**src/rtl/ppu_tile_engine_pkg.sv**
```systemverilog
`default_nettype none
// ============================================================================
// Module   : ppu_pkg
// Brief    : Shared types and constants for the background tile engine.
// Revision : 1.0
// ============================================================================
package ppu_pkg;

   localparam int ROW_W         = 320;
   localparam int ROWS          = 240;
   localparam int MAP_TILES     = 64;
   localparam int TILES_PER_ROW = 41;

   typedef struct packed {
      logic [5:0] palette_id;
      logic [9:0] pattern;
   } tile_entry_t;

   typedef struct packed {
      logic [5:0] palette_id;
      logic [3:0] color_idx;
   } rowram_px_t;

endpackage
`default_nettype wire

```
**src/rtl/ppu_tile_engine_if.sv**
```systemverilog
`default_nettype none
// ============================================================================
// Module   : ppu_tile_engine_if
// Brief    : Row control, VRAM read ports and row RAM write port of the engine.
// Revision : 1.0
// ============================================================================
interface ppu_tile_engine_if;

   logic        row_start;
   logic [7:0]  row_num;
   logic [8:0]  scroll_x;
   logic [8:0]  scroll_y;
   logic        enable;
   logic [10:0] tilram_addr;
   logic [63:0] tilram_rddata;
   logic [11:0] patram_addr;
   logic [63:0] patram_rddata;
   logic [8:0]  rowram_wraddr;
   logic [9:0]  rowram_wrdata;
   logic        rowram_wren;
   logic        busy;
   logic        done;

   modport master (
      input  row_start, row_num, scroll_x, scroll_y, enable,
      input  tilram_rddata, patram_rddata,
      output tilram_addr, patram_addr,
      output rowram_wraddr, rowram_wrdata, rowram_wren, busy, done
   );

   modport slave (
      output row_start, row_num, scroll_x, scroll_y, enable,
      output tilram_rddata, patram_rddata,
      input  tilram_addr, patram_addr,
      input  rowram_wraddr, rowram_wrdata, rowram_wren, busy, done
   );

endinterface
`default_nettype wire

```
**src/rtl/ppu_tile_engine_addr_gen.sv**
```systemverilog
`default_nettype none
// ============================================================================
// Module   : ppu_tile_addr_gen
// Brief    : Map index, VRAM addresses and tile entry select for tile t.
// Revision : 1.0
// ============================================================================
module ppu_tile_addr_gen
   import ppu_pkg::*;
#(
   parameter bit LAYER = 1'b0
) (
   input  wire logic [7:0]  row_num,
   input  wire logic [8:0]  scroll_x,
   input  wire logic [8:0]  scroll_y,
   input  wire logic [5:0]  tile_t,
   input  wire logic [9:0]  pattern,
   input  wire logic [63:0] tilram_rddata,
   output tile_entry_t      entry,
   output logic [10:0]      tilram_addr,
   output logic [11:0]      patram_addr,
   output logic             fine_y0
);

   logic [8:0]  w_map_y;
   logic [5:0]  w_tile_col;
   logic [11:0] w_map_idx;

   // Both sums wrap naturally at the vector width (512-pixel map, 64-tile row).
   assign w_map_y     = {1'b0, row_num} + scroll_y;
   assign w_tile_col  = scroll_x[8:3] + tile_t;
   assign w_map_idx   = {w_map_y[8:3], w_tile_col};

   assign tilram_addr = {LAYER, w_map_idx[11:2]};
   assign entry       = tile_entry_t'(tilram_rddata[{w_map_idx[1:0], 4'b0000} +: 16]);
   assign patram_addr = {pattern, w_map_y[2:1]};
   assign fine_y0     = w_map_y[0];

endmodule
`default_nettype wire

```
**src/rtl/ppu_tile_engine.sv**
```systemverilog
`default_nettype none
// ============================================================================
// Module   : ppu_tile_engine
// Brief    : Renders one 320-pixel scanline of a tile layer into row RAM.
// Revision : 1.0
// ============================================================================
module ppu_tile_engine #(
   parameter bit LAYER  = 1'b0,
   parameter int RD_LAT = 2,
   parameter int ROW_W  = 320
) (
   input  wire logic          clk,
   input  wire logic          rst,
   ppu_tile_engine_if.master  bus
);

   import ppu_pkg::*;

   localparam logic [2:0] S_IDLE    = 3'd0;
   localparam logic [2:0] S_TILE_RD = 3'd1;
   localparam logic [2:0] S_PAT_RD  = 3'd2;
   localparam logic [2:0] S_PIX     = 3'd3;
   localparam logic [2:0] S_DONE    = 3'd4;

   localparam logic [1:0] C_LAT       = 2'(RD_LAT);
   localparam logic [5:0] C_LAST_TILE = 6'(TILES_PER_ROW - 1);
   localparam logic [8:0] C_ROW_W     = 9'(ROW_W);

   logic [2:0]  r_state;
   logic [7:0]  r_row_num;
   logic [8:0]  r_scroll_x;
   logic [8:0]  r_scroll_y;
   logic        r_enable;
   logic [5:0]  r_t;
   logic [1:0]  r_wait;
   logic [2:0]  r_pix;
   tile_entry_t r_entry;
   logic [31:0] r_pat_row;

   tile_entry_t w_entry;
   logic [10:0] w_tilram_addr;
   logic [11:0] w_patram_addr;
   logic        w_fine_y0;
   logic [9:0]  w_x;
   logic        w_wren;
   logic        w_busy;
   rowram_px_t  w_px;

   ppu_tile_addr_gen #(
      .LAYER (LAYER)
   ) u_addr_gen (
      .row_num       (r_row_num),
      .scroll_x      (r_scroll_x),
      .scroll_y      (r_scroll_y),
      .tile_t        (r_t),
      .pattern       (r_entry.pattern),
      .tilram_rddata (bus.tilram_rddata),
      .entry         (w_entry),
      .tilram_addr   (w_tilram_addr),
      .patram_addr   (w_patram_addr),
      .fine_y0       (w_fine_y0)
   );

   // row_start takes priority in every state, which covers both abort and DONE overlap.
   always_ff @(posedge clk or posedge rst) begin
      if (rst) begin
         r_state    <= S_IDLE;
         r_row_num  <= '0;
         r_scroll_x <= '0;
         r_scroll_y <= '0;
         r_enable   <= 1'b0;
         r_t        <= '0;
         r_wait     <= '0;
         r_pix      <= '0;
         r_entry    <= '0;
         r_pat_row  <= '0;
      end else if (bus.row_start) begin
         r_state    <= S_TILE_RD;
         r_row_num  <= bus.row_num;
         r_scroll_x <= bus.scroll_x;
         r_scroll_y <= bus.scroll_y;
         r_enable   <= bus.enable;
         r_t        <= '0;
         r_wait     <= '0;
         r_pix      <= '0;
      end else begin
         case (r_state)
            S_TILE_RD: begin
               if (r_wait == C_LAT) begin
                  r_entry <= w_entry;
                  r_wait  <= '0;
                  r_state <= S_PAT_RD;
               end else begin
                  r_wait <= r_wait + 2'd1;
               end
            end
            S_PAT_RD: begin
               if (r_wait == C_LAT) begin
                  r_pat_row <= bus.patram_rddata[{w_fine_y0, 5'b00000} +: 32];
                  r_wait    <= '0;
                  r_pix     <= '0;
                  r_state   <= S_PIX;
               end else begin
                  r_wait <= r_wait + 2'd1;
               end
            end
            S_PIX: begin
               r_pix <= r_pix + 3'd1;
               if (r_pix == 3'd7) begin
                  if (r_t == C_LAST_TILE) begin
                     r_state <= S_DONE;
                  end else begin
                     r_t     <= r_t + 6'd1;
                     r_state <= S_TILE_RD;
                  end
               end
            end
            S_DONE:  r_state <= S_IDLE;
            default: r_state <= S_IDLE;
         endcase
      end
   end

   // Screen x = 8t + p - fine scroll; negative or >= ROW_W pixels are dropped.
   assign w_x    = {1'b0, r_t, r_pix} - {7'd0, r_scroll_x[2:0]};
   assign w_wren = (r_state == S_PIX) && !w_x[9] && (w_x[8:0] < C_ROW_W);
   assign w_busy = (r_state != S_IDLE);

   always_comb begin
      w_px = '0;
      if (r_enable) begin
         w_px.palette_id = r_entry.palette_id;
         w_px.color_idx  = r_pat_row[{r_pix, 2'b00} +: 4];
      end
   end

   assign bus.rowram_wren   = w_wren;
   assign bus.rowram_wraddr = w_wren ? w_x[8:0] : 9'd0;
   assign bus.rowram_wrdata = w_wren ? w_px : 10'd0;
   assign bus.busy          = w_busy;
   assign bus.done          = (r_state == S_DONE);
   assign bus.tilram_addr   = w_busy ? w_tilram_addr : 11'd0;
   assign bus.patram_addr   = w_busy ? w_patram_addr : 12'd0;

endmodule
`default_nettype wire

```
**src/flat_wrapper.sv**
```systemverilog
// flat-port wrapper written by rule: the top's interface ports become plain ports
module ppu_tile_engine_flat import ppu_pkg::*;
#(
   parameter bit LAYER  = 1'b0,
   parameter int RD_LAT = 2,
   parameter int ROW_W  = 320
)
  (clk, rst, bus_row_start, bus_row_num, bus_scroll_x, bus_scroll_y, bus_enable, bus_tilram_rddata, bus_patram_rddata, bus_tilram_addr, bus_patram_addr, bus_rowram_wraddr, bus_rowram_wrdata, bus_rowram_wren, bus_busy, bus_done);
  ppu_tile_engine_if bus_i ();
  input  wire logic clk;
  input  wire logic rst;
  input wire logic [$bits(bus_i.row_start)-1:0] bus_row_start;
  input wire logic [$bits(bus_i.row_num)-1:0] bus_row_num;
  input wire logic [$bits(bus_i.scroll_x)-1:0] bus_scroll_x;
  input wire logic [$bits(bus_i.scroll_y)-1:0] bus_scroll_y;
  input wire logic [$bits(bus_i.enable)-1:0] bus_enable;
  input wire logic [$bits(bus_i.tilram_rddata)-1:0] bus_tilram_rddata;
  input wire logic [$bits(bus_i.patram_rddata)-1:0] bus_patram_rddata;
  output wire logic [$bits(bus_i.tilram_addr)-1:0] bus_tilram_addr;
  output wire logic [$bits(bus_i.patram_addr)-1:0] bus_patram_addr;
  output wire logic [$bits(bus_i.rowram_wraddr)-1:0] bus_rowram_wraddr;
  output wire logic [$bits(bus_i.rowram_wrdata)-1:0] bus_rowram_wrdata;
  output wire logic [$bits(bus_i.rowram_wren)-1:0] bus_rowram_wren;
  output wire logic [$bits(bus_i.busy)-1:0] bus_busy;
  output wire logic [$bits(bus_i.done)-1:0] bus_done;
  assign bus_i.row_start = bus_row_start;
  assign bus_i.row_num = bus_row_num;
  assign bus_i.scroll_x = bus_scroll_x;
  assign bus_i.scroll_y = bus_scroll_y;
  assign bus_i.enable = bus_enable;
  assign bus_i.tilram_rddata = bus_tilram_rddata;
  assign bus_i.patram_rddata = bus_patram_rddata;
  assign bus_tilram_addr = bus_i.tilram_addr;
  assign bus_patram_addr = bus_i.patram_addr;
  assign bus_rowram_wraddr = bus_i.rowram_wraddr;
  assign bus_rowram_wrdata = bus_i.rowram_wrdata;
  assign bus_rowram_wren = bus_i.rowram_wren;
  assign bus_busy = bus_i.busy;
  assign bus_done = bus_i.done;
  ppu_tile_engine #(.LAYER(LAYER), .RD_LAT(RD_LAT), .ROW_W(ROW_W)) u_core (.clk(clk), .rst(rst), .bus(bus_i));
endmodule
```
**config.mk**
```make
export PLATFORM = sky130hd
export DESIGN_NAME = ppu_tile_engine_flat
export DESIGN_NICKNAME = d
export VERILOG_FILES = /design/src/rtl/ppu_tile_engine_pkg.sv /design/src/rtl/ppu_tile_engine_if.sv /design/src/rtl/ppu_tile_engine_addr_gen.sv /design/src/rtl/ppu_tile_engine.sv /design/src/flat_wrapper.sv
export SDC_FILE = /design/constraint.sdc
export NUM_CORES = 1
export LEC_CHECK = 0
export ABC_CLOCK_PERIOD_IN_PS = 3300
export BUFFER_PORTS_ARGS = -buffer_cell sky130_fd_sc_hd__buf_2
export CAP_MARGIN = 25
export CORE_MARGIN = 1
export CORE_UTILIZATION = 51
export DETAILED_ROUTE_END_ITERATION = 12
export PLACE_DENSITY = 0.92
export REMOVE_ABC_BUFFERS = 1
export SYNTH_ARGS = -nofsm -noshare
export SYNTH_HDL_FRONTEND = slang
export SYNTH_SLANG_ARGS = --single-unit
```
**constraint.sdc**
```tcl
create_clock -name clk -period 3.3 [get_ports clk]
set_input_delay 0.33 -clock clk [delete_from_list [all_inputs] [get_ports clk]]
set_output_delay 0.33 -clock clk [all_outputs]
set_load 0.1 [all_outputs]
```
# Yosys cells after proc, flatten, opt, wreduce, memory -nomap -nowiden
# Cells that the tools add are included.
dict set report op_classes {
  n_addsub 6
  order_cmp 1
  n_eq_ne 11
  shifts 3
  mux 21
  n_bitwise 1
  reduce_logical 14
}
# cell count
set op_table {}
lappend op_table {{64-bit by 7-bit variable part select with 16-bit output} 1}
lappend op_table {{64-bit by 7-bit variable part select with 32-bit output} 1}
lappend op_table {{32-bit by 6-bit variable part select with 4-bit output} 1}
lappend op_table {{10-bit two-way mux} 3}
lappend op_table {{6-bit two-way mux} 4}
lappend op_table {{3-bit two-way mux} 7}
lappend op_table {{12-bit two-way mux} 1}
lappend op_table {{3-bit AND reduction} 4}
lappend op_table {{9-bit by 3-bit subtractor with 10-bit output} 1}
lappend op_table {{8-bit by 9-bit adder with 9-bit output} 1}
lappend op_table {{9-bit < comparator, second input constant} 1}
lappend op_table {{9-bit two-way mux} 1}
lappend op_table {{3-bit by 2-bit inequality test with 1-bit output, second input constant} 3}
lappend op_table {{3-bit case mux with 3 select lines} 1}
lappend op_table {{6-bit by 1-bit adder with 6-bit output, second input constant} 1}
lappend op_table {{6-bit adder} 1}
lappend op_table {{3-bit by 2-bit == test with 1-bit output, second input constant} 2}
lappend op_table {{3-bit == test, second input constant} 2}
lappend op_table {{6-bit == test, second input constant} 1}
lappend op_table {{2-bit two-way mux} 3}
lappend op_table {{3-bit case mux with 2 select lines} 1}
lappend op_table {{2-bit nonzero test} 3}
lappend op_table {{3-bit nonzero test} 2}
lappend op_table {{3-bit by 1-bit adder with 3-bit output, second input constant} 1}
lappend op_table {{9 further kinds} 10}
dict set report totals {
  register_bits 89
  in_bits 158
  out_inout_bits 45
  elab_cells 68
}

# Logic depth before layout (Yosys ltp)
# Gate-level depths: netlist of run 1.
dict set report logic_depth {
  word_depth 5
  depth_mapped 9
  ltp_nobuf 7
}

# By module
# From an unflattened synthesis of run 1, not the netlist that was laid out.
dict set report unflattened {
  cells_unflattened 528
  hier_area_um2 5676.7
}
# module n_inst cells_per_inst area_per_inst_um2
set modules_own_cells {}
lappend modules_own_cells {ppu_tile_engine 1 435 4657.0}
lappend modules_own_cells {ppu_tile_addr_gen 1 93 1019.7}

# Worst setup path after synthesis of run 1
# No wires, ideal clock.
dict set report synth_path {
  path_kind {register to output}
  startpoint {register u_core.r_pix[1]}
  endpoint {output port bus_rowram_wraddr[5]}
  t_arrival_ns 4.435
  slack_ns -1.465
  path_stages_with_launch 10
  n_path_buf 3
  cell_sequence {dfrtp_1 > buf_2 > inv_1 > fa_1 > nand2b_1 > and3_1 > o311a_1 > buf_4 > buf_6 > a211oi_1}
}
dict set report synth_via {
  elab_chain_len 5
  word_cells_on_any_way 6
  cone_classes {add/sub: 1; order compare: 1; mux: 1; reduce/logical: 3}
}
# element line_no
set synth_lines {}
lappend synth_lines {{start: declaration} ppu_tile_engine.sv:36} ;# logic [2:0] r_pix;
lappend synth_lines {{start signal: assignment} ppu_tile_engine.sv:108} ;# r_pix <= r_pix + 3'd1;
lappend synth_lines {{9-bit by 3-bit subtractor with 10-bit output (*)} ppu_tile_engine.sv:125} ;# assign w_x = {1'b0, r_t, r_pix} - {7'd0, r_scroll_x[2:0]};
lappend synth_lines {{branches (longest 3 deep; another with 9-bit < comparator)} -}
lappend synth_lines {{9-bit two-way mux (*)} ppu_tile_engine.sv:138} ;# assign bus.rowram_wraddr = w_wren ? w_x[8:0] : 9'd0;
lappend synth_lines {{end: declaration} flat_wrapper.sv:21} ;# output wire logic [$bits(bus_i.rowram_wraddr)-1:0] bus_rowram_wraddr;
# Every way passes the cells marked *.

# Worst setup path in the final report of run 1
dict set report layout_path {
  startpoint {register u_core.r_t[1]}
  endpoint {output port bus_rowram_wraddr[6]}
}
dict set report layout_via {
  elab_chain_len 5
  word_cells_on_any_way 6
  cone_classes {add/sub: 1; order compare: 1; mux: 1; reduce/logical: 3}
}
# element line_no
set layout_lines {}
lappend layout_lines {{start: declaration} ppu_tile_engine.sv:34} ;# logic [5:0] r_t;
lappend layout_lines {{start signal: assignment} ppu_tile_engine.sv:113} ;# r_t <= r_t + 6'd1;
lappend layout_lines {{9-bit by 3-bit subtractor with 10-bit output (*)} ppu_tile_engine.sv:125}
lappend layout_lines {{branches (longest 3 deep; another with 9-bit < comparator)} -}
lappend layout_lines {{9-bit two-way mux (*)} ppu_tile_engine.sv:138}
# Marks and branches as above.

==> results of run 1 <==
-- cell families (layout without fill, tap and decap cells) --
| family | count (synthesis) | after routing | share of synthesized area (%) |
|---|---|---|---|
| AO/OA/AOI/OAI | 101 | 104 | 11.3 |
| XOR/XNOR | 16 | 16 | 2.49 |
| adder cells (fa/ha/maj) | 23 | 23 | 5.51 |
| buffers and inverters | 52 | 239 | 4.35 |
| flip-flops | 89 | 89 | 39.5 |
| multiplexers | 108 | 108 | 25.4 |
| other | 1 | 1 | 0.0666 |
| AND/OR/NAND/NOR | 123 | 123 | 11.3 |
-- sequential cells by signal (all words and copies together) (netlist names) --
| signal | cells |
|---|---|
| u_core.r_scroll_x | 9 |
| u_core.r_enable | 1 |
| u_core.r_pix | 3 |
| u_core.r_pat_row | 32 |
| u_core.r_wait | 2 |
| u_core.r_scroll_y | 9 |
| u_core.r_t | 6 |
| u_core.r_entry | 16 |
| u_core.r_state | 3 |
| u_core.r_row_num | 8 |
-- synth_stat cells, drive strengths merged, types with 4 or more instances --
library cell / instances / area share [%]
and2: 11 / 1.2
mux2i: 42 / 7.5
buf: 15 / 1.9
nand2: 42 / 2.8
a211oi: 19 / 2.5
a21oi: 17 / 1.5
nor2: 22 / 1.5
nand2b: 8 / 0.89
dfrtp: 89 / 40
mux2: 42 / 8.4
clkbuf: 24 / 1.6
and3: 4 / 0.44
inv: 13 / 0.87
xor2: 6 / 0.93
ha: 20 / 4.4
xnor2: 10 / 1.6
nand4: 6 / 0.67
nand3: 8 / 0.71
o21ai: 43 / 3.8
mux4: 24 / 9.6
a21o: 6 / 0.80
nor2b: 5 / 0.69
-- path summary, 6_finish.rpt --
path,to,slack [ns],cells past startpoint
worst min register to register,u_core.r_pat_row[29]$_DFFE_PP0P_,0.49,2
min in group clk,u_core.r_scroll_x[4]$_DFFE_PP0P_,0.19,2
worst min-delay path,u_core.r_entry[5]$_DFFE_PP0P_,0.08,2
worst max-delay path,bus_rowram_wraddr[6],0.03,8
worst max register to register,u_core.r_entry[13]$_DFFE_PP0P_,0.70,4
max in group asynchronous,u_core.r_pat_row[13]$_DFFE_PP0P_,2.49,3
-- layout make-up --
type	instances	area (sq um)
Inverter	13	50.0
Fill cell	685	3330
Multi-Input combinational cell	375	3380
Timing Repair Buffer	210	1400
Clock inverter	7	101
Tap cell	140	175
Sequential cell	89	2230
Clock buffer	9	124
-- per-layer routing --
layer	vias up	wire length [um]	track usage, %
li1	2251	-	-
met1	2453	5870	31.2
met2	257	8450	50.3
met3	60	1050	5.84
met4	2	741	19.9
met5	-	13	0
-- power by group through the flow --
stage / registers, mW / clock network [mW] / logic [mW]
detailed placement: 1.40 / 0 / 1.97
global route: 1.41 / 0.905 / 2.15
finish: 1.39 / 0.855 / 2.04
global placement: 1.38 / 0 / 1.92
CTS: 1.38 / 0.868 / 2.02
floorplan: 1.36 / 0 / 1.66
-- worst register-to-register path, stage by stage (launching register included) --
cell	delay, ns
dfrtp_1	0.48
ha_1	0.28
fa_1	1.02
mux4_2	0.45
mux2_2	0.28
-- through the flow --
step	std cells	hold slack [ns]	util [%]
2_1_floorplan	474	0.396	-
3_3_place_gp	821	0.457	64.7
3_5_place_dp	821	0.466	64.7
4_1_cts	843	0.116	68.7
5_1_grt	843	0.154	69.2
6_report	843	0.0829	69.2
-- repair_timing --
item / CTS / global route
resized for setup: 24 / 11
gates cloned: 3 / 0
hold buffers: 0 / 0
endpoints found under the setup margin: 19 / 22
buffers inserted: 3 / 0
hold endpoints to repair: 0 / 0
pin swaps: 4 / 2
==> qor.txt, run 1 <==
Starting Density: 52.2%
worst setup path class: register to output pin
max cap viols: 0
DR iter-0 viols: 347
die width: 107 um
Max transition margin: 29.9%
Synth async-reset ratio: 100%
All-Layer GR Usage: 28.7%
Max Slew Vio Count: 0
gp weighted congestion: 0.948
final setup TNS: 0 ns
CP Capture Type: output pin
Max VDD drop: 0.000529 V
Worst EP required: 2.97 ns
startpoint class of the critical path: register
io pins: 203
Final WS setup: 0.0296 ns
Core ar.: 0.0108 sq mm
register area share after synthesis: 39.5%
total CTS buffers: 9
initial antenna violation count: 1
global-route wire length before repair: 24900 um
synthesized flop and latch total: 89
crit-path max cell delay: 0.51 ns
commonest non-fill, non-tap cells in the layout: 179 x buf_2, 89 x dfrtp_1, 43 x o21ai_0
final hold violations: 0
CTS max path bufs: 2
Post-synth top flop: dfrtp_1
EDFF count, synth: 0
Post-DRT Antenna Nets: 0
TritonCTS Sinks: 89
P_sw: 1.99 mW
largest net degree at the start of global routing: 65
WP buf/inv: 3
port bufs: 201
Overflow after GRT: 0
die area: 0.0115 sq mm
Distinct cells, synth: 51
CP startpoint: u_core.r_t[1]$_DFFE_PP0P_
pwr/cell area: 574 mW/mm^2
setup violators final: 0
Worst path top cell family by delay: simple AND/OR/NAND/NOR gates
Die H: 107 um
clock period minus worst slack: 3.27 ns
Arrival @ worst endpoint: 2.94 ns
yosys warns: 0
register share of total power: 32.4%
status: finished clean
std cell rows: 38
final wirelength: 16100 um
share of post-route cells with drive strength above 1: 46.4%
Syn Inst Count: 513
commonest non-fill, non-tap cell in the layout: buf_2
Critical-path top delay cell: or4b_4
Initial DRT Pass Iterations: 4
Detail Placement HPWL: 11000 um
pre-CTS WS: 0.0216 ns
fin area: 0.00746 sq mm
Layout Area Growth over Synthesis: 32.5%
wire per inst: 19.1 um
H-tree depth: 3
Hold Path Class: input port to async pin
DRC Markers: 0
Switching Share: 46.4%
Via Count: 5023
diode count: 0
clock-pin slew on the worst setup and hold paths: 0.10 ns
critical path, cell by cell: inv_1 -> ha_1 -> nor2b_4 -> or4b_4 -> a32oi_4 -> buf_4 -> a211oi_2 -> buf_12
Total Power: 4.29 mW
Worst-Margin Slew: 1.05 ns
Peak Freq: 306 MHz
Tcrit/Tclk final: 99.1%
vias in the first global route: 5235
placed cell areas: 0.00698 sq mm
R2R Path Start: u_core.r_t[0]$_DFFE_PP0P_
vias per cell: 5.96
Final Skew: 0.0118 ns
Root Buffer: clkbuf_8
Layout Nets: 879
combinational fraction of design power: 47.6%
syn avg cell area: 11.0 sq um
crit-path max FO: 9
Leakage: 3.55 nW
Mapped Area: 0.00563 sq mm
CTS tree: built
clock power share: 19.9%
P_int: 2.30 mW
clk_lat worst skew: 0.37 ns
(Power assumes the default switching activity.)
==> run 2: changes to the inputs <==
Settings changed: BUFFER_PORTS_ARGS -buffer_cell sky130_fd_sc_hd__buf_2 to -buffer_cell sky130_fd_sc_hd__clkbuf_2, CTS_CLUSTER_DIAMETER set to 150, PLACE_DENSITY 0.92 to not set, PLACE_DENSITY_LB_ADDON set to 0.3.
==> qor.txt, run 2 (synthesis results as in run 1) <==
final setup TNS: 0 ns
Switching Share: 45.8%
max cap viols: 0
Via Count: 4799
initial antenna violation count: 0
vias per cell: 5.67
Fill cells: 784
register share of total power: 32.8%
CTS max path bufs: 2
crit-path max FO: 8
std cell rows: 38
global-route wire length before repair: 23700 um
DRC Markers: 1
P_sw: 1.93 mW
port bufs: 201
Die H: 107 um
Detail Placement HPWL: 11000 um
failing checks: DRC
startpoint class of the critical path: register
Worst-Margin Slew: 0.928 ns
final core utilization: 68.5%
RSZ-0062 raised after global routing: true
Initial DRT Pass Iterations: 10
clock-pin slew on the worst setup and hold paths: 0.10 ns
H-tree depth: 3
Biggest register: u_core.r_pat_row
Critical R2R Capture: u_core.r_entry[13]$_DFFE_PP0P_
Layout Cells excl Fill: 846
clk_lat worst skew: 0.36 ns
setup violators final: 0
Max Slew Vio Count: 0
Final WS setup: 0.0628 ns
largest registers: u_core.r_pat_row: 32 flops, u_core.r_entry: 16 flops
vias in the first global route: 5007
combinational fraction of design power: 47.7%
gp weighted congestion: 0.808
total CTS buffers: 9
clock power share: 19.5%
Starting Density: 52.2%
Tcrit/Tclk final: 98.1%
Arrival @ worst endpoint: 2.91 ns
Peak Freq: 309 MHz
Reg2Reg Depth: 4
pwr/cell area: 571 mW/mm^2
die area: 0.0115 sq mm
All-Layer GR Usage: 27.0%
CTS Hold Buffers Added: 0
Total Power: 4.22 mW
CTS tree: built
R2R setup slack: 0.72 ns
DR iter-0 viols: 317
io pins: 203
Hold Path Class: input port to async pin
Overflow after GRT: 0
Leakage: 3.59 nW
fin area: 0.00740 sq mm
wire per inst: 17.3 um
final hold violations: 0
die width: 107 um
Layout Nets: 882
R2R Path Start: u_core.r_t[0]$_DFFE_PP0P_
status: finished, violations left
Worst EP required: 2.97 ns
largest net degree at the start of global routing: 65
commonest non-fill, non-tap cells in the layout: 180 x clkbuf_2, 89 x dfrtp_1, 43 x o21ai_0
DP Cell Count: 825
pre-CTS WS: 0.0670 ns
share of post-route cells with drive strength above 1: 46.2%
CP Capture Type: output pin
final wirelength: 14600 um
final hold slack: 0.0219 ns
Final Skew: 0.0151 ns
Root Buffer: clkbuf_8
diode count: 0
Layout Area Growth over Synthesis: 31.3%
worst setup path class: register to output pin
placed cell areas: 0.00700 sq mm
TritonCTS Sinks: 89
number of flip-flops in the largest register: 32
P_int: 2.29 mW
Post-DRT Antenna Nets: 0
Max VDD drop: 0.000674 V
commonest non-fill, non-tap cell in the layout: clkbuf_2
Max transition margin: 38.2%
Core ar.: 0.0108 sq mm
clock period minus worst slack: 3.24 ns
run 2: cell types whose count changed in the layout (fill, tap and decap cells not counted), moves of 2 or more:
cell and change:
buf_2 -179, a211oi_2 +4, clkbuf_2 +180, a211oi_4 -5, buf_4 +5, a21oi_1 +2, clkinv_2 +2
run 2: critical path: stages (launching register included):
cell and delay [ns]:
dfrtp_1 0.37, inv_2 0.10, ha_1 0.25, fa_2 0.35, nand2b_4 0.17, and3_4 0.21, o311a_4 0.45, buf_12 0.17
a21oi_1 0.25, buf_12 0.22
run 2: cell type report:
class	count	area, sq um	area share, %
clock buffers	9	124	1.67
flip-flops and latches	89	2230	30.1
multi-input cells	373	3290	44.5
well taps	140	175	2.37
repair buffers	215	1440	19.4
clock inverters	7	92.6	1.25
inverters	13	50.0	0.676
run 2: repair_timing:
action                     CTS  global route
setup endpoints to repair   19            20
pin swaps                    5             3
resized for setup           14            11
gates cloned                 1             0
buffers inserted             3             1
run 2: worst max path at each step:
| stage | startpoint | endpoint | slack [ns] | cells after the start |
|---|---|---|---|---|
| CTS | u_core.r_pix[0]$_DFFE_PP0P_ | bus_rowram_wrdata[0] | 0.006 | 8 |
| global route | u_core.r_pix[0]$_DFFE_PP0P_ | bus_rowram_wrdata[5] | -0.007 | 9 |
| global placement | u_core.r_pix[0]$_DFFE_PP0P_ | bus_rowram_wraddr[7] | 0.16 | 8 |
| floorplan | u_core.r_pix[1]$_DFFE_PP0P_ | bus_rowram_wraddr[0] | -1.48 | 6 |
| detailed placement | u_core.r_pix[0]$_DFFE_PP0P_ | bus_rowram_wraddr[7] | 0.07 | 8 |
| finish | u_core.r_pix[0]$_DFFE_PP0P_ | bus_rowram_wrdata[5] | 0.06 | 9 |
run 2: power by group through the flow:
stage               registers, mW  logic (mW)  clock network [mW]
CTS                          1.38        2.01               0.846
detailed placement           1.40        1.99                   0
floorplan                    1.36        1.66                   0
global placement             1.38        1.94                   0
finish                       1.38        2.01               0.825
global route                 1.40        2.13               0.892
run 2: layer usage:
metal  GRT usage (%)  part of all wire [%]
met1            32.1                    40
met3            5.53                   5.4
met4            9.10                   1.9
met5               0                     0
met2            48.5                    53
==> run 3: changes to the inputs <==
Settings changed: ABC_AREA set to 1, ABC_CLOCK_PERIOD_IN_PS 3300 to 3500.
Clock period 3.3 ns to 3.5 ns, I/O delays scaled along.
==> qor.txt, run 3 <==
Layout Area Growth over Synthesis: 29.0%
Reg2Reg Depth: 8
Switching Share: 50.5%
Mapped Area: 0.00571 sq mm
number of flip-flops in the largest register: 32
Overflow after GRT: 0
Die H: 108 um
Starting Density: 52.5%
Total Power: 4.79 mW
Layout Nets: 1155
vias in the first global route: 5453
Core ar.: 0.0109 sq mm
clock-pin slew on the worst setup and hold paths: 0.10 ns
Root Buffer: clkbuf_8
crit-path max FO: 15
clock period minus worst slack: 3.25 ns
Leakage: 3.91 nW
CP startpoint: u_core.r_pix[0]$_DFFE_PP0P_
Worst EP required: 3.15 ns
yosys warns: 0
std cell rows: 38
RSZ-0062 raised after global routing: false
port bufs: 201
clk_lat worst skew: 0.36 ns
Min-Delay Path Depth: 3
Post-synth top flop: dfrtp_1
largest net degree at the start of global routing: 52
gp weighted congestion: 0.848
Max Slew Vio Count: 0
syn avg cell area: 7.25 sq um
hold path start: bus_scroll_y[3]
Detail Placement HPWL: 10900 um
clock power share: 16.4%
synthesized flop and latch total: 89
register area share after synthesis: 39.0%
initial antenna violation count: 0
DRC Markers: 0
commonest non-fill, non-tap cells in the layout: 181 x clkbuf_2, 165 x nand2_1, 127 x nor2_1
register share of total power: 31.5%
setup bufs post-CTS: 0
largest cells by area after synthesis: dfrtp_1 39%, nand2_1 11%, nor2_1 8.4%, o21ai_0 7.7%, inv_1 5.8%
P_int: 2.37 mW
CTS tree: built
io pins: 203
Fill cells: 930
Yosys top cell by area: dfrtp_1
combinational fraction of design power: 52.1%
Via Count: 5745
Post-synth top cells: 165 x nand2_1, 128 x nor2_1, 89 x dfrtp_1, 89 x inv_1, 88 x o21ai_0
DR iter-0 viols: 281
TritonCTS Sinks: 89
CP Capture Type: output pin
vias per cell: 5.13
EDFF count, synth: 0
final wirelength: 14700 um
total CTS buffers: 9
Tcrit/Tclk final: 92.9%
max cap viols: 0
P_sw: 2.42 mW
die area: 0.0116 sq mm
pwr/cell area: 650 mW/mm^2
diode count: 0
Final Skew: 0.0142 ns
Distinct cells, synth: 35
commonest non-fill, non-tap cell in the layout: clkbuf_2
largest registers: u_core.r_pat_row: 32 flops, u_core.r_entry: 16 flops
final setup TNS: 0 ns
wire per inst: 13.1 um
Syn Inst Count: 788
setup violators final: 0
All-Layer GR Usage: 26.9%
Hold Path Class: input port to register
Arrival @ worst endpoint: 2.90 ns
Biggest register: u_core.r_pat_row
status: finished clean
worst setup path class: register to output pin
share of post-route cells with drive strength above 1: 26.1%
Worst-Margin Slew: 0.992 ns
startpoint class of the critical path: register
final hold violations: 0
Synth async-reset ratio: 100%
most frequent cell after synthesis: nand2_1
post_cts resized: 0
Peak Freq: 308 MHz
Max VDD drop: 0.000604 V
H-tree depth: 3
CTS Hold Buffers Added: 1
Initial DRT Pass Iterations: 5
Post-DRT Antenna Nets: 0
R2R Path Start: u_core.r_t[0]$_DFFE_PP0P_
Max transition margin: 33.9%
die width: 108 um
global-route wire length before repair: 24500 um
share of the synthesized area in the top cell type: 39.0%
CTS max path bufs: 2
[run 3: changes by cell type after synthesis, sizes merged, moves of 26 or more]
cell	previous run	this run
inv	13	92
o21ai	43	91
nor2	22	130
mux2	42	0
mux2i	42	16
nand2	42	166
a21oi	17	46
[run 3: stage by stage]
| stage | util (%) | hold WS, ns | cell area (sq um) | instances | worst slack, ns |
|---|---|---|---|---|---|
| 6_report | 67.7 | 0.179 | 7370 | 1119 | 0.249 |
| 5_1_grt | 67.7 | 0.166 | 7370 | 1119 | 0.0329 |
| 4_1_cts | 67.7 | 0.170 | 7370 | 1119 | 0.241 |
| 3_5_place_dp | 65.6 | 0.273 | 7140 | 1102 | 0.663 |
| 3_3_place_gp | 65.2 | 0.459 | 7100 | 1100 | 0.752 |
| 2_1_floorplan | - | 0.422 | 5510 | 748 | -0.509 |
[run 3: kinds of logic after synthesis]
| logic type | Yosys count | share of synthesized area, % |
|---|---|---|
| DFF | 89 | 39.0 |
| buffers and inverters | 133 | 9.63 |
| adders and majority gates | 23 | 5.43 |
| other | 1 | 0.0656 |
| muxes | 16 | 2.80 |
| and+or+nand+nor | 340 | 23.8 |
| xor gates and xnor gates | 7 | 1.07 |
| AOI/OAI and AO/OA | 179 | 18.2 |
[run 3: layout make-up]
class                      count  area [sq um]  area share (%)
tap                          140           175            2.38
timing repair buffer         215          1450            19.7
clock buffer                  10           128            1.73
multi-input combinational    566          2950            40.0
clock inverter                 6          90.1            1.22
sequential                    89          2230            30.2
inverter                      93           350            4.75
[run 3: path summary, 6_finish.rpt]
path | endpoint | slack (ns)
max in group asynchronous | u_core.r_entry[4]$_DFFE_PP0P_ | 2.25
worst min-delay path | u_core.r_scroll_y[3]$_DFFE_PP0P_ | 0.18
min in group asynchronous | u_core.r_scroll_y[3]$_DFFE_PP0P_ | 0.43
worst max register to register | u_core.r_entry[4]$_DFFE_PP0P_ | 1.12
worst max-delay path | bus_rowram_wrdata[1] | 0.25
worst min register to register | u_core.r_row_num[6]$_DFFE_PP0P_ | 0.49
[run 3: critical path, stage by stage, from the launching register on]
cell     delay, ns
dfrtp_1       0.36
inv_1         0.15
ha_1          0.29
fa_1          0.39
inv_1         0.08
nand2_1       0.09
nand2_1       0.11
nor2_1        0.06
xor2_1        0.14
nand2_1       0.07
nand2_1       0.12
buf_4         0.24
nor2_1        0.23
buf_12        0.21
[run 3: power groups by stage]
stage	clock, mW	sequential, mW	combinational (mW)
floorplan	0	1.51	1.96
global placement	0	1.52	2.45
detailed placement	0	1.53	2.49
CTS	0.799	1.51	2.51
global route	0.841	1.55	2.71
finish	0.788	1.51	2.50
[run 3: layer usage]
metal	GRT usage (%)	share of wire (%)	up-vias	wire length, um
li1	-	-	2926	-
met1	33.1	43	2596	6290
met2	47.6	50	206	7310
met3	5.15	5.9	17	864
met4	7.63	1.7	0	249
met5	0	0	-	0
